File: config.mk
export PLATFORM = sky130hd
export DESIGN_NAME = ready_link_rx
export DESIGN_NICKNAME = d
export VERILOG_FILES = /design/src/rtl/ready_link_rx.sv
export SDC_FILE = /design/constraint.sdc
export NUM_CORES = 1
export LEC_CHECK = 0
export BUFFER_PORTS_ARGS = -buffer_cell sky130_fd_sc_hd__buf_2
export CORE_MARGIN = 10
export CORE_UTILIZATION = 64
export CTS_BUF_LIST = sky130_fd_sc_hd__clkbuf_4
export DETAILED_ROUTE_END_ITERATION = 7
export PLACE_DENSITY = 0.82
export SYNTH_ARGS = -nofsm -noshare
export SYNTH_HDL_FRONTEND = slang
export SYNTH_SLANG_ARGS = --single-unit
File: constraint.sdc
create_clock -name CLK -period 2.2 [get_ports CLK]
set_input_delay 0.11 -clock CLK [delete_from_list [all_inputs] [get_ports CLK]]
set_output_delay 0.11 -clock CLK [all_outputs]
set_load 0.02 [all_outputs]
File: src/rtl/ready_link_rx.sv
// 2P-side link receiver: takes the 1P board's UART frames, debounces the local
// ready button and produces the game-start level plus the received number.
module ready_link_rx #(
  parameter int CLKS_PER_BIT = 434,
  parameter int DEBOUNCE_CYC = 1_000_000,
  parameter int TIMEOUT_CYC  = 50_000_000
) (
  input  logic       CLK,
  input  logic       RST,
  input  logic       RXD,
  input  logic       BTN_2P,
  output logic       READY_2P,
  output logic       RUN_IN,
  output logic [3:0] NUM,
  output logic       FRAME_ERR
);

  localparam int BW = $clog2(CLKS_PER_BIT + 1);
  localparam int DW = $clog2(DEBOUNCE_CYC + 1);
  localparam int TW = $clog2(TIMEOUT_CYC + 1);
  localparam logic [BW-1:0] BIT_LAST  = BW'(CLKS_PER_BIT - 1);
  localparam logic [BW-1:0] HALF_LAST = BW'(CLKS_PER_BIT / 2 - 1);
  localparam logic [DW-1:0] DB_LAST   = DW'(DEBOUNCE_CYC - 1);
  localparam logic [TW-1:0] TO_LAST   = TW'(TIMEOUT_CYC - 1);
  localparam logic [TW-1:0] TO_MAX    = TW'(TIMEOUT_CYC);

  typedef enum logic [1:0] {IDLE, START, DATA, STOP} state_t;

  state_t          r_state, w_state_nxt;
  logic            r_rxd_s1, r_rxd_s2, r_btn_s1, r_btn_s2;
  logic [DW-1:0]   r_db_cnt;
  logic [BW-1:0]   r_bit_cnt;
  logic [2:0]      r_bit_idx;
  logic [7:0]      r_shift;
  logic            r_done, r_stop_ok, r_remote;
  logic [TW-1:0]   r_to_cnt;
  logic            w_cnt_clr, w_shift_en, w_stop_smp, w_valid;

  // Two-flop synchronizers, reset to the idle line levels
  always_ff @(posedge CLK) begin
    if (RST) begin
      r_rxd_s1 <= 1'b1;
      r_rxd_s2 <= 1'b1;
      r_btn_s1 <= 1'b0;
      r_btn_s2 <= 1'b0;
    end else begin
      r_rxd_s1 <= RXD;
      r_rxd_s2 <= r_rxd_s1;
      r_btn_s1 <= BTN_2P;
      r_btn_s2 <= r_btn_s1;
    end
  end

  always_ff @(posedge CLK) begin
    if (RST) begin
      r_db_cnt <= '0;
      READY_2P <= 1'b0;
    end else if (r_btn_s2 != READY_2P) begin
      if (r_db_cnt == DB_LAST) begin
        READY_2P <= r_btn_s2;
        r_db_cnt <= '0;
      end else begin
        r_db_cnt <= r_db_cnt + DW'(1);
      end
    end else begin
      r_db_cnt <= '0;
    end
  end

  always_ff @(posedge CLK) begin
    if (RST) r_state <= IDLE;
    else     r_state <= w_state_nxt;
  end

  always_comb begin
    w_state_nxt = r_state;
    w_cnt_clr   = 1'b0;
    w_shift_en  = 1'b0;
    w_stop_smp  = 1'b0;
    case (r_state)
      IDLE: begin
        w_cnt_clr = 1'b1;
        if (!r_rxd_s2) w_state_nxt = START;
      end
      START: begin
        if (r_bit_cnt == HALF_LAST) begin
          w_cnt_clr   = 1'b1;
          w_state_nxt = r_rxd_s2 ? IDLE : DATA;
        end
      end
      DATA: begin
        if (r_bit_cnt == BIT_LAST) begin
          w_cnt_clr  = 1'b1;
          w_shift_en = 1'b1;
          if (r_bit_idx == 3'd7) w_state_nxt = STOP;
        end
      end
      STOP: begin
        if (r_bit_cnt == BIT_LAST) begin
          w_cnt_clr   = 1'b1;
          w_stop_smp  = 1'b1;
          w_state_nxt = IDLE;
        end
      end
      default: w_state_nxt = IDLE;
    endcase
  end

  // Frame is judged one edge after the stop sample, from registered data
  assign w_valid = r_done && r_stop_ok && (r_shift[7:5] == 3'b101) &&
                   (r_shift[3:0] <= 4'd9);

  always_ff @(posedge CLK) begin
    if (RST) begin
      r_bit_cnt <= '0;
      r_bit_idx <= '0;
      r_shift   <= '0;
      r_done    <= 1'b0;
      r_stop_ok <= 1'b0;
      r_remote  <= 1'b0;
      r_to_cnt  <= '0;
      NUM       <= 4'h0;
      FRAME_ERR <= 1'b0;
      RUN_IN    <= 1'b0;
    end else begin
      r_bit_cnt <= w_cnt_clr ? '0 : r_bit_cnt + BW'(1);
      if (r_state == IDLE) r_bit_idx <= '0;
      else if (w_shift_en) r_bit_idx <= r_bit_idx + 3'd1;
      if (w_shift_en) r_shift <= {r_rxd_s2, r_shift[7:1]};
      r_done <= w_stop_smp;
      if (w_stop_smp) r_stop_ok <= r_rxd_s2;
      FRAME_ERR <= r_done && !w_valid;
      // A valid frame wins over a simultaneous timeout expiry
      if (w_valid) begin
        r_remote <= r_shift[4];
        r_to_cnt <= '0;
      end else begin
        if (r_to_cnt != TO_MAX) r_to_cnt <= r_to_cnt + TW'(1);
        if (r_to_cnt >= TO_LAST) r_remote <= 1'b0;
      end
      if (w_valid && r_shift[4] && READY_2P) NUM <= r_shift[3:0];
      RUN_IN <= r_remote && READY_2P;
    end
  end

endmodule

; ---- Word-level counts from Yosys, hierarchy flattened
; Cells that the tools add are included.
[totals]
inputBits = 4
reg_bits = 82
out_inout_bits = 7
wordCells = 70
[op_classes]
order_cmp = 2
bitwise_logic = 1
mux = 14
n_eq_ne = 15
n_reduce_logical = 17
n_addsub = 4
[ops]
columns = cell, count
row1 = $add 26x1->26 const B, 1
row2 = $ge 26x26->1 const B, 1
row3 = $ne 26x26->1 const B, 1
row4 = $add 20x1->20 const B, 1
row5 = $eq 20x20->1 const B, 1
row6 = $mux 2, 6
row7 = $ne 2x2->1 const B, 5
row8 = $add 9x1->9 const B, 1
row9 = $eq 9x8->1 const B, 1
row10 = $eq 9x9->1 const B, 1
row11 = $pmux 2 s4, 1
row12 = $reduce_or 2->1, 4
row13 = $logic_and 1x1->1, 7
row14 = $eq 3x3->1 const B, 2
row15 = $mux 1, 6
row16 = $reduce_and 5->1, 1
row17 = $eq 2x2->1 const B, 2
row18 = $le 4x4->1 const B, 1
row19 = $add 3x1->3 const B, 1
row20 = $pmux 1 s3, 1
row21 = $reduce_or 3->1, 1
row22 = $eq 2x1->1 const B, 1
row23 = $logic_not 2->1, 1
row24 = $reduce_and 2->1, 1
row25 = 4 further kinds, 4

; ---- Logic depth before layout (Yosys ltp)
[depth]
depth_word = 5
mapped_depth = 7
ltp_nobuf = 6

; ---- Worst setup path before layout
; OpenSTA, ideal clock, no wires.
[synth_path]
kind = flip-flop to flip-flop
start = register r_db_cnt[13]
end = register r_db_cnt[10]
stages_incl_launch_ff = 6
synth_period_minus_slack_ns = 1.859
arrival_time_ns = 1.742
required_ns = 2.083
n_path_buf = 1
setup_slack_ns = 0.341
setup_time_ns = 0.117
cell_sequence = dfxtp_1 or4_1 or4_1 o21ai_1 buf_2 nor2_1
[synth_between]
elab_chain_cells = 2
[synth_rtl]
columns = element, line_no
row1 = from (decl), 31  ; logic [DW-1:0] r_db_cnt;
row2 = from (signal assigned), 63  ; r_db_cnt <= r_db_cnt + DW'(1);
row3 = $eq 20x20->1, 59  ; if (r_db_cnt == DB_LAST) begin
row4 = $reduce_or 3->1 (no source line), n/a
; No other way between the ends.
; A chain may end at the register's enable or synchronous reset.

; ---- Worst setup path in the final report
[layout_path]
start = register r_db_cnt[14]
end = register r_db_cnt[12]
; Same word-level chain as after synthesis.

==> flow_summary.toml <==
[outcome]
status = "complete, no violations"

[final_layout]
area_growth_pct = 8.64
fin_nets = 439
num_antenna_cells = 0
fin_area_sq_um = 3960
fin_cells = 504
final_common_cell = "dfxtp_1"
mostFrequentLayoutCells = "82 x dfxtp_1, 59 x nor2_1, 21 x nand2_1"
fillers = 432
drive_gt1_share_pct = 9.49

[run]
cap_violations = 0

[drt]
postRouteAntennaNets = 0
drt_first_pass_iters = 4
routedWlPerCell_microns = 13.6
initialDrtViolationCount = 145
dr_total_vias = 2973
drc_errors = 0
wl_microns = 6850
via_per_inst = 5.90

[die]
ioPinCount = 11
start_util_pct = 66.3
core_area_sq_um = 5510
die_y_microns = 95.5
num_rows = 27
die_w_microns = 95.5
die_area_sq_um = 9120

[sta]
fmax_ghz = 0.492
grt_setup_unrepaired = "no"
final_max_slew_viol_count = 0
worst_pin_slew_ns = 0.583
skew_ns = 0.0161
slew_headroom_pct = 60.8
hold_violations = 0
tns_ns = 0
setup_violations = 0
min_period_over_period_pct = 92.5
finalCriticalPeriod_ns = 2.03

[cts]
cts_tree = "yes"
clockBufferDepth = 2
cts.sink_count = 82
ctsRootBufferMaster = "clkbuf_4"
clk_pin_slew_worst_paths_ns = 0.15
h-tree-depth = 3
worstSkewPairLatency_ns = 0.43
cts-buffers-inserted = 9

[synthesis]
seq_area_frac_synth_pct = 45.0
async_reset_ff_share_pct = 0
yosys.area_share.simple_pct = 27.4
muxShareOfSynthArea_pct = 4.66
syn_avg_cell_area_sq_um = 8.86
synthDistinctLibCells = 46
synth-xor-area-share_pct = 7.44
synth_fa_ha_area_share_pct = 2.74
synth_compound_area_share_pct = 9.60
synth_top_flop_cell = "dfxtp_1"
synth_top_family_by_area = "simple AND/OR/NAND/NOR gates"
syn-num-nets = 424
synth_seq_cells = 82
synth_area_sq_um = 3650
synth_edf_count = 0
yosysWarnings = 0
synth_cells = 412

[power_and_ir_drop]
leakage_nw = 1.31
powerDensity_nw_per_um2 = 627
power_mw = 2.48
ir_worst_vdd_mv = 0.383

[critical_path]
path_max_fanout = 20
critical_path_required_ns = 2.53
cp-end-kind = "flop"
crit_type = "flop to flop"
start_kind = "flop"
arrival_ns = 2.37

[hold_path]
hold_path_class = "primary input to flop"

[placed_design]
routabilityCongestion = 0.848
dp_cells = 486
port-buffer-count = 10
hpwl_microns = 4930
dpl_cell_area_sq_um = 3790

[global_route]
grt_overflow_total = 0
grt_pass1_vias = 2845
antenna_found_initial = 0
grt_use_total_pct = 16.1
grt_max_degree = 30
grt_pass1_wl_microns = 12100
-- through the flow --
stage / hold slack [ns] / utilization, % / worst slack, ns
floorplan: 0.214 / - / 0.341
global placement: 0.293 / 68.8 / 0.241
detailed placement: 0.300 / 68.8 / 0.168
CTS: 0.120 / 71.9 / 0.145
global route: 0.141 / 72.0 / 0.0322
finish: 0.125 / 72.0 / 0.166
-- registers in the layout, summed over array words and instances (netlist names), named ones only --
register and count:
NUM 4, r_rxd_s1 1, r_bit_cnt 9, r_db_cnt 20, FRAME_ERR 1, r_remote 1
RUN_IN 1, r_state 1, READY_2P 1, r_bit_idx 3, r_btn_s2 1, r_shift 8
r_rxd_s2 1, r_btn_s1 1, r_stop_ok 1, r_to_cnt 26, r_done 1
-- path summary, 6_finish.rpt --
kind                                   start            to  slack (ns)  cells after the start
worst max register to register  r_db_cnt[14]  r_db_cnt[12]        0.17                      5
worst min-delay path                     RST        NUM[3]        0.12                      2
worst min register to register      r_rxd_s1      r_rxd_s2        0.43                      1
worst max-delay path            r_db_cnt[14]  r_db_cnt[12]        0.17                      5
-- report_power, final --
group          switching, mW  internal [mW]
Combinational         0.0337         0.0207
Sequential            0.0101           1.50
Clock                  0.561          0.364
Total                  0.605           1.88
-- cell families after synthesis --
logic type / count (synthesis)
AO/OA/AOI/OAI: 57
multiplexers: 17
flip-flops: 82
adder cells (fa/ha/maj): 8
buffers and inverters: 30
XOR/XNOR: 31
AND/OR/NAND/NOR: 187
-- synth_stat cells (all sizes together) (2+ instances only) --
| cell type | instances | area, sq um |
|---|---|---|
| nand4 | 16 | 100 |
| o31ai | 11 | 82.6 |
| clkbuf | 12 | 45.0 |
| a21oi | 20 | 100 |
| nand2b | 3 | 18.8 |
| inv | 14 | 52.6 |
| or2 | 4 | 25.0 |
| nor2b | 4 | 25.0 |
| mux2i | 17 | 170 |
| or4 | 14 | 105 |
| nand3 | 20 | 100 |
| nor3 | 5 | 25.0 |
| nand2 | 21 | 78.8 |
| and3 | 6 | 37.5 |
| nor4 | 6 | 43.8 |
| a211oi | 2 | 15.0 |
| a311oi | 2 | 17.5 |
| o21ai | 13 | 65.1 |
| and2 | 3 | 18.8 |
| xnor2 | 17 | 149 |
| buf | 4 | 18.8 |
| ha | 8 | 100 |
| nor2 | 59 | 221 |
| xor2 | 14 | 123 |
| and4 | 4 | 35.0 |
| or3 | 13 | 81.3 |
| dfxtp | 82 | 1640 |
| a21boi | 2 | 15.0 |
| nor3b | 2 | 15.0 |
-- final cells by class --
type                    instances  area [sq um]  area share (%)
flip-flops and latches         82          1640            41.4
clock inverters                 7          81.3            2.05
multi-input cells             300          1900            47.9
well taps                      72          90.1            2.27
clock buffers                   9          67.6            1.70
repair buffers                 20           134            3.38
inverters                      14          52.6            1.33
-- repair_timing --
| item | 4_1_cts | 5_1_grt |
|---|---|---|
| setup endpoints to repair | 0 | 2 |
| buffers inserted | 0 | 0 |
| resized for setup | 0 | 1 |
| hold endpoints to repair | 2 | 0 |
| hold buffers | 2 | 0 |
-- critical path, stage by stage, from the launching register on --
cell     delay [ns]
dfxtp_1        0.43
or4bb_1        0.48
or4_1          0.55
o21ai_1        0.19
buf_6          0.22
nor2_1         0.07
-- routing by layer --
layer | vias up | share of wire, % | wire length [microns] | global-route usage, %
met2 | 57 | 47 | 3220 | 26.7
met5 | - | 0 | 0 | 0
met1 | 1399 | 47 | 3220 | 19.4
met4 | 0 | 1.6 | 107 | 7.62
met3 | 11 | 4.5 | 306 | 3.46
li1 | 1506 | - | - | -
Power figures use the tool's default switching activity.
